## config.mk

```make
export PLATFORM = sky130hd
export DESIGN_NAME = alu_seq
export DESIGN_NICKNAME = d
export VERILOG_FILES = /design/src/rtl/alu_seq.sv
export SDC_FILE = /design/constraint.sdc
export NUM_CORES = 1
export LEC_CHECK = 0
export BUFFER_PORTS_ARGS = -buffer_cell sky130_fd_sc_hd__buf_2
export CAP_MARGIN = 5
export CORE_ASPECT_RATIO = 0.6
export CORE_MARGIN = 4
export CORE_UTILIZATION = 40
export CTS_BUF_LIST = sky130_fd_sc_hd__clkbuf_4 sky130_fd_sc_hd__clkbuf_8
export CTS_CLUSTER_SIZE = 16
export DETAILED_ROUTE_END_ITERATION = 12
export GPL_ROUTABILITY_DRIVEN = 0
export PLACE_DENSITY_LB_ADDON = 0.05
export SYNTH_ARGS = -nofsm -noshare
export SYNTH_HDL_FRONTEND = slang
export SYNTH_SLANG_ARGS = --single-unit
export TNS_END_PERCENT = 100
```

## constraint.sdc

```tcl
create_clock -name clk -period 12.28 [get_ports clk]
set_input_delay 1.228 -clock clk [delete_from_list [all_inputs] [get_ports clk]]
set_output_delay 1.228 -clock clk [all_outputs]
set_load 0.01 [all_outputs]
```

## src/rtl/alu_seq.sv

```systemverilog
// rtl/alu_seq.sv - WIDTH-bit ALU with operand conditioning, shift-add multiply and valid/ready handshake
module alu_seq #(
  parameter int WIDTH  = 64,
  parameter bit MUL_EN = 1'b1
) (
  input  logic             clk,
  input  logic             rst_n,
  input  logic             in_valid,
  output logic             in_ready,
  input  logic [WIDTH-1:0] a,
  input  logic [WIDTH-1:0] b,
  input  logic             a_inv,
  input  logic             b_inv,
  input  logic             cin,
  input  logic [2:0]       op,
  output logic             out_valid,
  input  logic             out_ready,
  output logic [WIDTH-1:0] result,
  output logic             zero,
  output logic             cout,
  output logic             overflow
);

  localparam int CNT_W = $clog2(WIDTH);

  localparam logic [2:0] OP_AND = 3'b000;
  localparam logic [2:0] OP_OR  = 3'b001;
  localparam logic [2:0] OP_ADD = 3'b010;
  localparam logic [2:0] OP_SLT = 3'b011;
  localparam logic [2:0] OP_MUL = 3'b100;

  typedef enum logic [1:0] {
    IDLE = 2'b00,
    BUSY = 2'b01,
    DONE = 2'b10
  } state_t;

  state_t             state_q, state_d;
  logic [WIDTH-1:0]   result_q, result_d;
  logic               zero_q, zero_d;
  logic               cout_q, cout_d;
  logic               ovf_q, ovf_d;
  logic [2*WIDTH-1:0] acc_q, acc_d;
  logic [WIDTH-1:0]   mcand_q, mcand_d;
  logic [CNT_W-1:0]   cnt_q, cnt_d;

  logic [WIDTH-1:0]   a_c;
  logic [WIDTH-1:0]   b_c;
  logic [WIDTH:0]     sum_w;
  logic               add_ovf;
  logic               is_mul;
  logic               accept;
  logic [WIDTH-1:0]   sc_result;
  logic               sc_cout;
  logic               sc_ovf;
  logic [WIDTH:0]     mul_sum;
  logic [2*WIDTH-1:0] acc_step;

  // Conditioned operands and the shared adder used by ADD and SLT
  assign a_c     = a_inv ? ~a : a;
  assign b_c     = b_inv ? ~b : b;
  assign sum_w   = {1'b0, a_c} + {1'b0, b_c} + {{WIDTH{1'b0}}, cin};
  assign add_ovf = (a_c[WIDTH-1] == b_c[WIDTH-1]) & (sum_w[WIDTH-1] != a_c[WIDTH-1]);

  // With MUL disabled the MUL code falls through to the reserved single-cycle path
  assign is_mul = (op == OP_MUL) & (MUL_EN != 1'b0);

  assign in_ready = (state_q == IDLE) | ((state_q == DONE) & out_ready);
  assign accept   = in_valid & in_ready;

  // One shift-add step: add the multiplicand into the high half when the
  // current multiplier bit (acc LSB) is set, then shift the whole accumulator right
  assign mul_sum  = {1'b0, acc_q[2*WIDTH-1:WIDTH]} + (acc_q[0] ? {1'b0, mcand_q} : {(WIDTH+1){1'b0}});
  assign acc_step = {mul_sum, acc_q[WIDTH-1:1]};

  // Single-cycle operation results, including reserved codes
  always_comb begin
    sc_result = '0;
    sc_cout   = 1'b0;
    sc_ovf    = 1'b0;
    case (op)
      OP_AND: sc_result = a_c & b_c;
      OP_OR:  sc_result = a_c | b_c;
      OP_ADD: begin
        sc_result = sum_w[WIDTH-1:0];
        sc_cout   = sum_w[WIDTH];
        sc_ovf    = add_ovf;
      end
      OP_SLT: begin
        sc_result = {{(WIDTH-1){1'b0}}, sum_w[WIDTH-1] ^ add_ovf};
        sc_cout   = sum_w[WIDTH];
        sc_ovf    = add_ovf;
      end
      default: begin
        sc_result = '0;
        sc_cout   = 1'b0;
        sc_ovf    = 1'b0;
      end
    endcase
  end

  // Next-state and datapath update: accept, multiply iteration, drain
  always_comb begin
    state_d  = state_q;
    result_d = result_q;
    zero_d   = zero_q;
    cout_d   = cout_q;
    ovf_d    = ovf_q;
    acc_d    = acc_q;
    mcand_d  = mcand_q;
    cnt_d    = cnt_q;
    case (state_q)
      IDLE, DONE: begin
        if ((state_q == DONE) && out_ready) begin
          state_d = IDLE;
        end
        if (accept) begin
          if (is_mul) begin
            state_d = BUSY;
            acc_d   = {{WIDTH{1'b0}}, b_c};
            mcand_d = a_c;
            cnt_d   = '0;
          end else begin
            state_d  = DONE;
            result_d = sc_result;
            zero_d   = (sc_result == '0);
            cout_d   = sc_cout;
            ovf_d    = sc_ovf;
          end
        end
      end
      BUSY: begin
        acc_d = acc_step;
        cnt_d = cnt_q + 1'b1;
        if (cnt_q == CNT_W'(WIDTH - 1)) begin
          state_d  = DONE;
          result_d = acc_step[WIDTH-1:0];
          zero_d   = (acc_step[WIDTH-1:0] == '0);
          cout_d   = 1'b0;
          ovf_d    = |acc_step[2*WIDTH-1:WIDTH];
        end
      end
      default: state_d = IDLE;
    endcase
  end

  // State and output registers; reset aborts any multiply in progress
  always_ff @(posedge clk or negedge rst_n) begin
    if (!rst_n) begin
      state_q  <= IDLE;
      result_q <= '0;
      zero_q   <= 1'b0;
      cout_q   <= 1'b0;
      ovf_q    <= 1'b0;
      acc_q    <= '0;
      mcand_q  <= '0;
      cnt_q    <= '0;
    end else begin
      state_q  <= state_d;
      result_q <= result_d;
      zero_q   <= zero_d;
      cout_q   <= cout_d;
      ovf_q    <= ovf_d;
      acc_q    <= acc_d;
      mcand_q  <= mcand_d;
      cnt_q    <= cnt_d;
    end
  end

  assign out_valid = (state_q == DONE);
  assign result    = result_q;
  assign zero      = zero_q;
  assign cout      = cout_q;
  assign overflow  = ovf_q;

endmodule
```

==> impl_metrics.ini <==
[clock_network]
postCtsSetupRepairBufs = 0
cts.sinks = 267
cts_resized = 0
clkSlewWorstSetupHoldPaths_ps = 70
cts_buffer_depth = 3
clockRootBuffer = clkbuf_8
cts_made_buffers = 45
hold_buffers = 0
tritoncts = yes
clk_latency_ps = 680
htreeDepth = 2

[yosys]
yosysWarnings = 0
synth_top_family_by_area = compound AO/OA/AOI/OAI gates
ys.flop_type = dfrtp_1
synthesis.area_um2 = 23200
synth_xor_area_frac = 0.0871
synth_compound_area_frac = 0.249
syn_nets = 3275
syn_area_per_cell_um2 = 7.90
ys_seq_elements = 267
yosys.area_share.simple = 0.188
synthCells = 2941
synth_edf_count = 0
synth-adder-area-share = 0.107
synthMuxAreaShare = 0.0227
yosysSeqAreaShare = 0.288
async_reset_ff_frac = 1.00
yosysUniqueCellTypes = 88

[worst_hold_path]
hp-class = flip-flop to flip-flop
min-delay-start = result[11]$_DFFE_PN0P_
hold_end = result[11]$_DFFE_PN0P_
min_delay_path_depth = 2

[floorplanning]
start_util = 0.404
die_area_um2 = 62100
die_y_um = 195
rows = 68
die_w_um = 319
core_area_um2 = 57500
ios = 207

[global_route]
grt_use_met2 = 0.366
met1_usage = 0.428
grt_max_degree = 103
grt_pass1_wl_um = 134000
overflow = 0
grt_use_total = 0.278
grt-busiest-layer = met1
antenna_found_initial = 3
grtUsageMet3 = 0.0744
grt_pass1_vias = 21642

[place]
dp_cells = 3781
numPortBuffers = 206
dp_hpwl_um = 69100
dpl_cell_area_um2 = 24900

[power_and_ir_drop]
irDropWorstVdd_mv = 0.0726
switching_share = 0.448
p_switching_mw = 2.04
p_seq_frac = 0.321
clock_power_share = 0.212
internal_power_mw = 2.51
power.leakage_nw = 12.2
pwr-share-comb = 0.467
power_density_nw_per_um2 = 175

[critical_path]
reg2reg_setup_slack_ps = 5990
critPathLaunchType = input port
path_max_fanout = 44
slowest_stage = a2111oi_1
arrival_ps = 7370
crit_required_ps = 12850
crit_chain = buf_4 -> buf_4 -> xnor2_1 -> inv_1 -> fa_1 -> inv_1 -> fa_1 -> nor2b_1 -> o31a_1 -> o21ai_1 -> a2111oi_1 -> nor3b_2 -> xor2_1 -> o22ai_1 -> a2111oi_1 -> nand4_1 -> nor4_1 -> nand4_1 -> or3_1 -> o31ai_1
cp_slowest_stage_delay_ps = 770
worstSetupPathType = input port to flip-flop
rr_endpoint = overflow$_DFFE_PN0P_
cpLargestDelayFamily = compound AO/OA/AOI/OAI gates
crit_path_end_kind = flip-flop
timing.rr.start = acc_q[0]$_DFFE_PN0P_
critPathLaunch = a_inv
cp_num_buf_inv = 4
reg2reg_depth = 17

[cells_and_area]
drive_gt1_frac = 0.122
fin_area_um2 = 26000
stdcell_count = 3861
diodes = 0
nets = 3392
syn_to_final_growth_pct = 11.8

[detailed_routing]
wl_per_cell_um = 23.0
drt_drc_violations_left = 0
dr.pass1.iters = 6
vias = 22925
first_iter_violations = 2604
ant_nets = 0
viasPerCell = 5.94
finalWirelength_um = 88900

[sta]
worst_slew_pin_slew_ps = 1390
fin_crit_sh = 0.554
slew_headroom = 0.0629
drv_slew = 0
hold_viol = 0
skew_ps = 45.3
setup_viol = 0
rsz0062_at_grt = false
finalSetupTns_ps = 0
period_needed_ps = 6800
max_freq_ghz = 0.147

[flow_run]
drv_cap = 0

[outcome]
status = finished, final reports clean
## sequential cells by signal, indices dropped and copies added, names as in the netlist
signal / flops
state_q: 2
zero: 1
cout: 1
overflow: 1
mcand_q: 64
acc_q: 128
cnt_q: 6
result: 64
## placed cells by master, fill, tap and decap left out, drive strengths merged, types with 6 or more instances in the layout
cell and instances:
ha 193, nor2 219, a21o 56, clkinv 9
or2 6, nand2b 15, or3 12, and2 74
o21a 16, o21bai 25, and3 11, nor2b 10
a221oi 18, clkbuf 64, nand4 66, a31oi 27
mux2i 47, a2111oi 8, o2111ai 6, nand3 95
xnor2 183, inv 178, o31ai 20, buf 252
nor4 28, a21oi 190, xor2 48, nand2 340
a221o 70, o22ai 21, nor3 34, nor3b 8
o211ai 23, dfrtp 267, o21ai 332, a211oi 39
## layout make-up
cell class,count,area (um^2)
clock buffer,64,831
tap,770,963
clock inverter,16,218
fill,5919,31500
timing repair buffer,252,1390
multi-input combinational,2316,15200
sequential,267,6680
inverter,176,661
## worst min-delay path, delay by kind of cell, from the launching register on
family	cells	cell delay [ps]
AO/OA/AOI/OAI	1	60
flip-flops	1	340
AND/OR/NAND/NOR	1	40
## Yosys cell counts (16+ instances only)
cell type,n,area share
a221o_1,70,0.030
nor3_1,33,0.0071
nand3_1,95,0.020
and2_1,74,0.020
nand2_1,340,0.055
xnor2_1,183,0.069
xor2_1,48,0.018
dfrtp_1,267,0.29
ha_1,193,0.10
o22ai_1,21,0.0057
inv_1,176,0.028
o21ai_0,318,0.069
a211oi_1,38,0.012
o21bai_1,24,0.0078
buf_1,26,0.0042
a31oi_1,27,0.0073
o211ai_1,22,0.0071
a21o_1,55,0.018
mux2i_1,47,0.020
o31ai_1,19,0.0061
nand4_1,65,0.018
a21oi_1,186,0.040
clkbuf_1,142,0.023
nor2_1,219,0.035
nor4_1,28,0.0075
o21a_1,16,0.0052
## stage by stage
stage / total power [mW] / hold WS, ps / util / setup slack [ps]
floorplan: 2.80 / 442 / - / 6380
global placement: 3.51 / 452 / 0.433 / 5040
detailed placement: 3.54 / 457 / 0.433 / 4980
CTS: 4.53 / 478 / 0.452 / 5670
global route: 4.85 / 489 / 0.452 / 5070
finish: 4.54 / 473 / 0.452 / 5480
## metal layers
layer  part of all wire  vias up
met5            0.00015        -
met3              0.099      141
met4              0.037        2
li1                   -    10715
met1               0.49    11026
met2               0.38     1041
## kinds of logic after synthesis
| logic type | after synthesis |
|---|---|
| simple gates | 934 |
| xor+xnor | 231 |
| mux | 52 |
| buf+inv | 358 |
| flops | 267 |
| compound gates | 903 |
| fa+ha+maj | 196 |
## power by group through the flow
stage	combinational, mW	clock, mW	sequential (mW)
floorplan	1.42	0	1.38
global placement	2.06	0	1.46
detailed placement	2.07	0	1.46
CTS	2.08	0.990	1.45
global route	2.32	1.03	1.50
finish	2.12	0.964	1.46
## worst max-delay path by stage
stage	cells after the start	slack, ps	end
after floorplan	20	6380	zero$_DFFE_PN0P_
after global placement	20	5040	zero$_DFFE_PN0P_
after detailed placement	20	4980	zero$_DFFE_PN0P_
after CTS	20	5670	zero$_DFFE_PN0P_
after global routing	20	5070	zero$_DFFE_PN0P_
final	20	5480	zero$_DFFE_PN0P_
No activity file was read; power rests on OpenSTA's default activity.
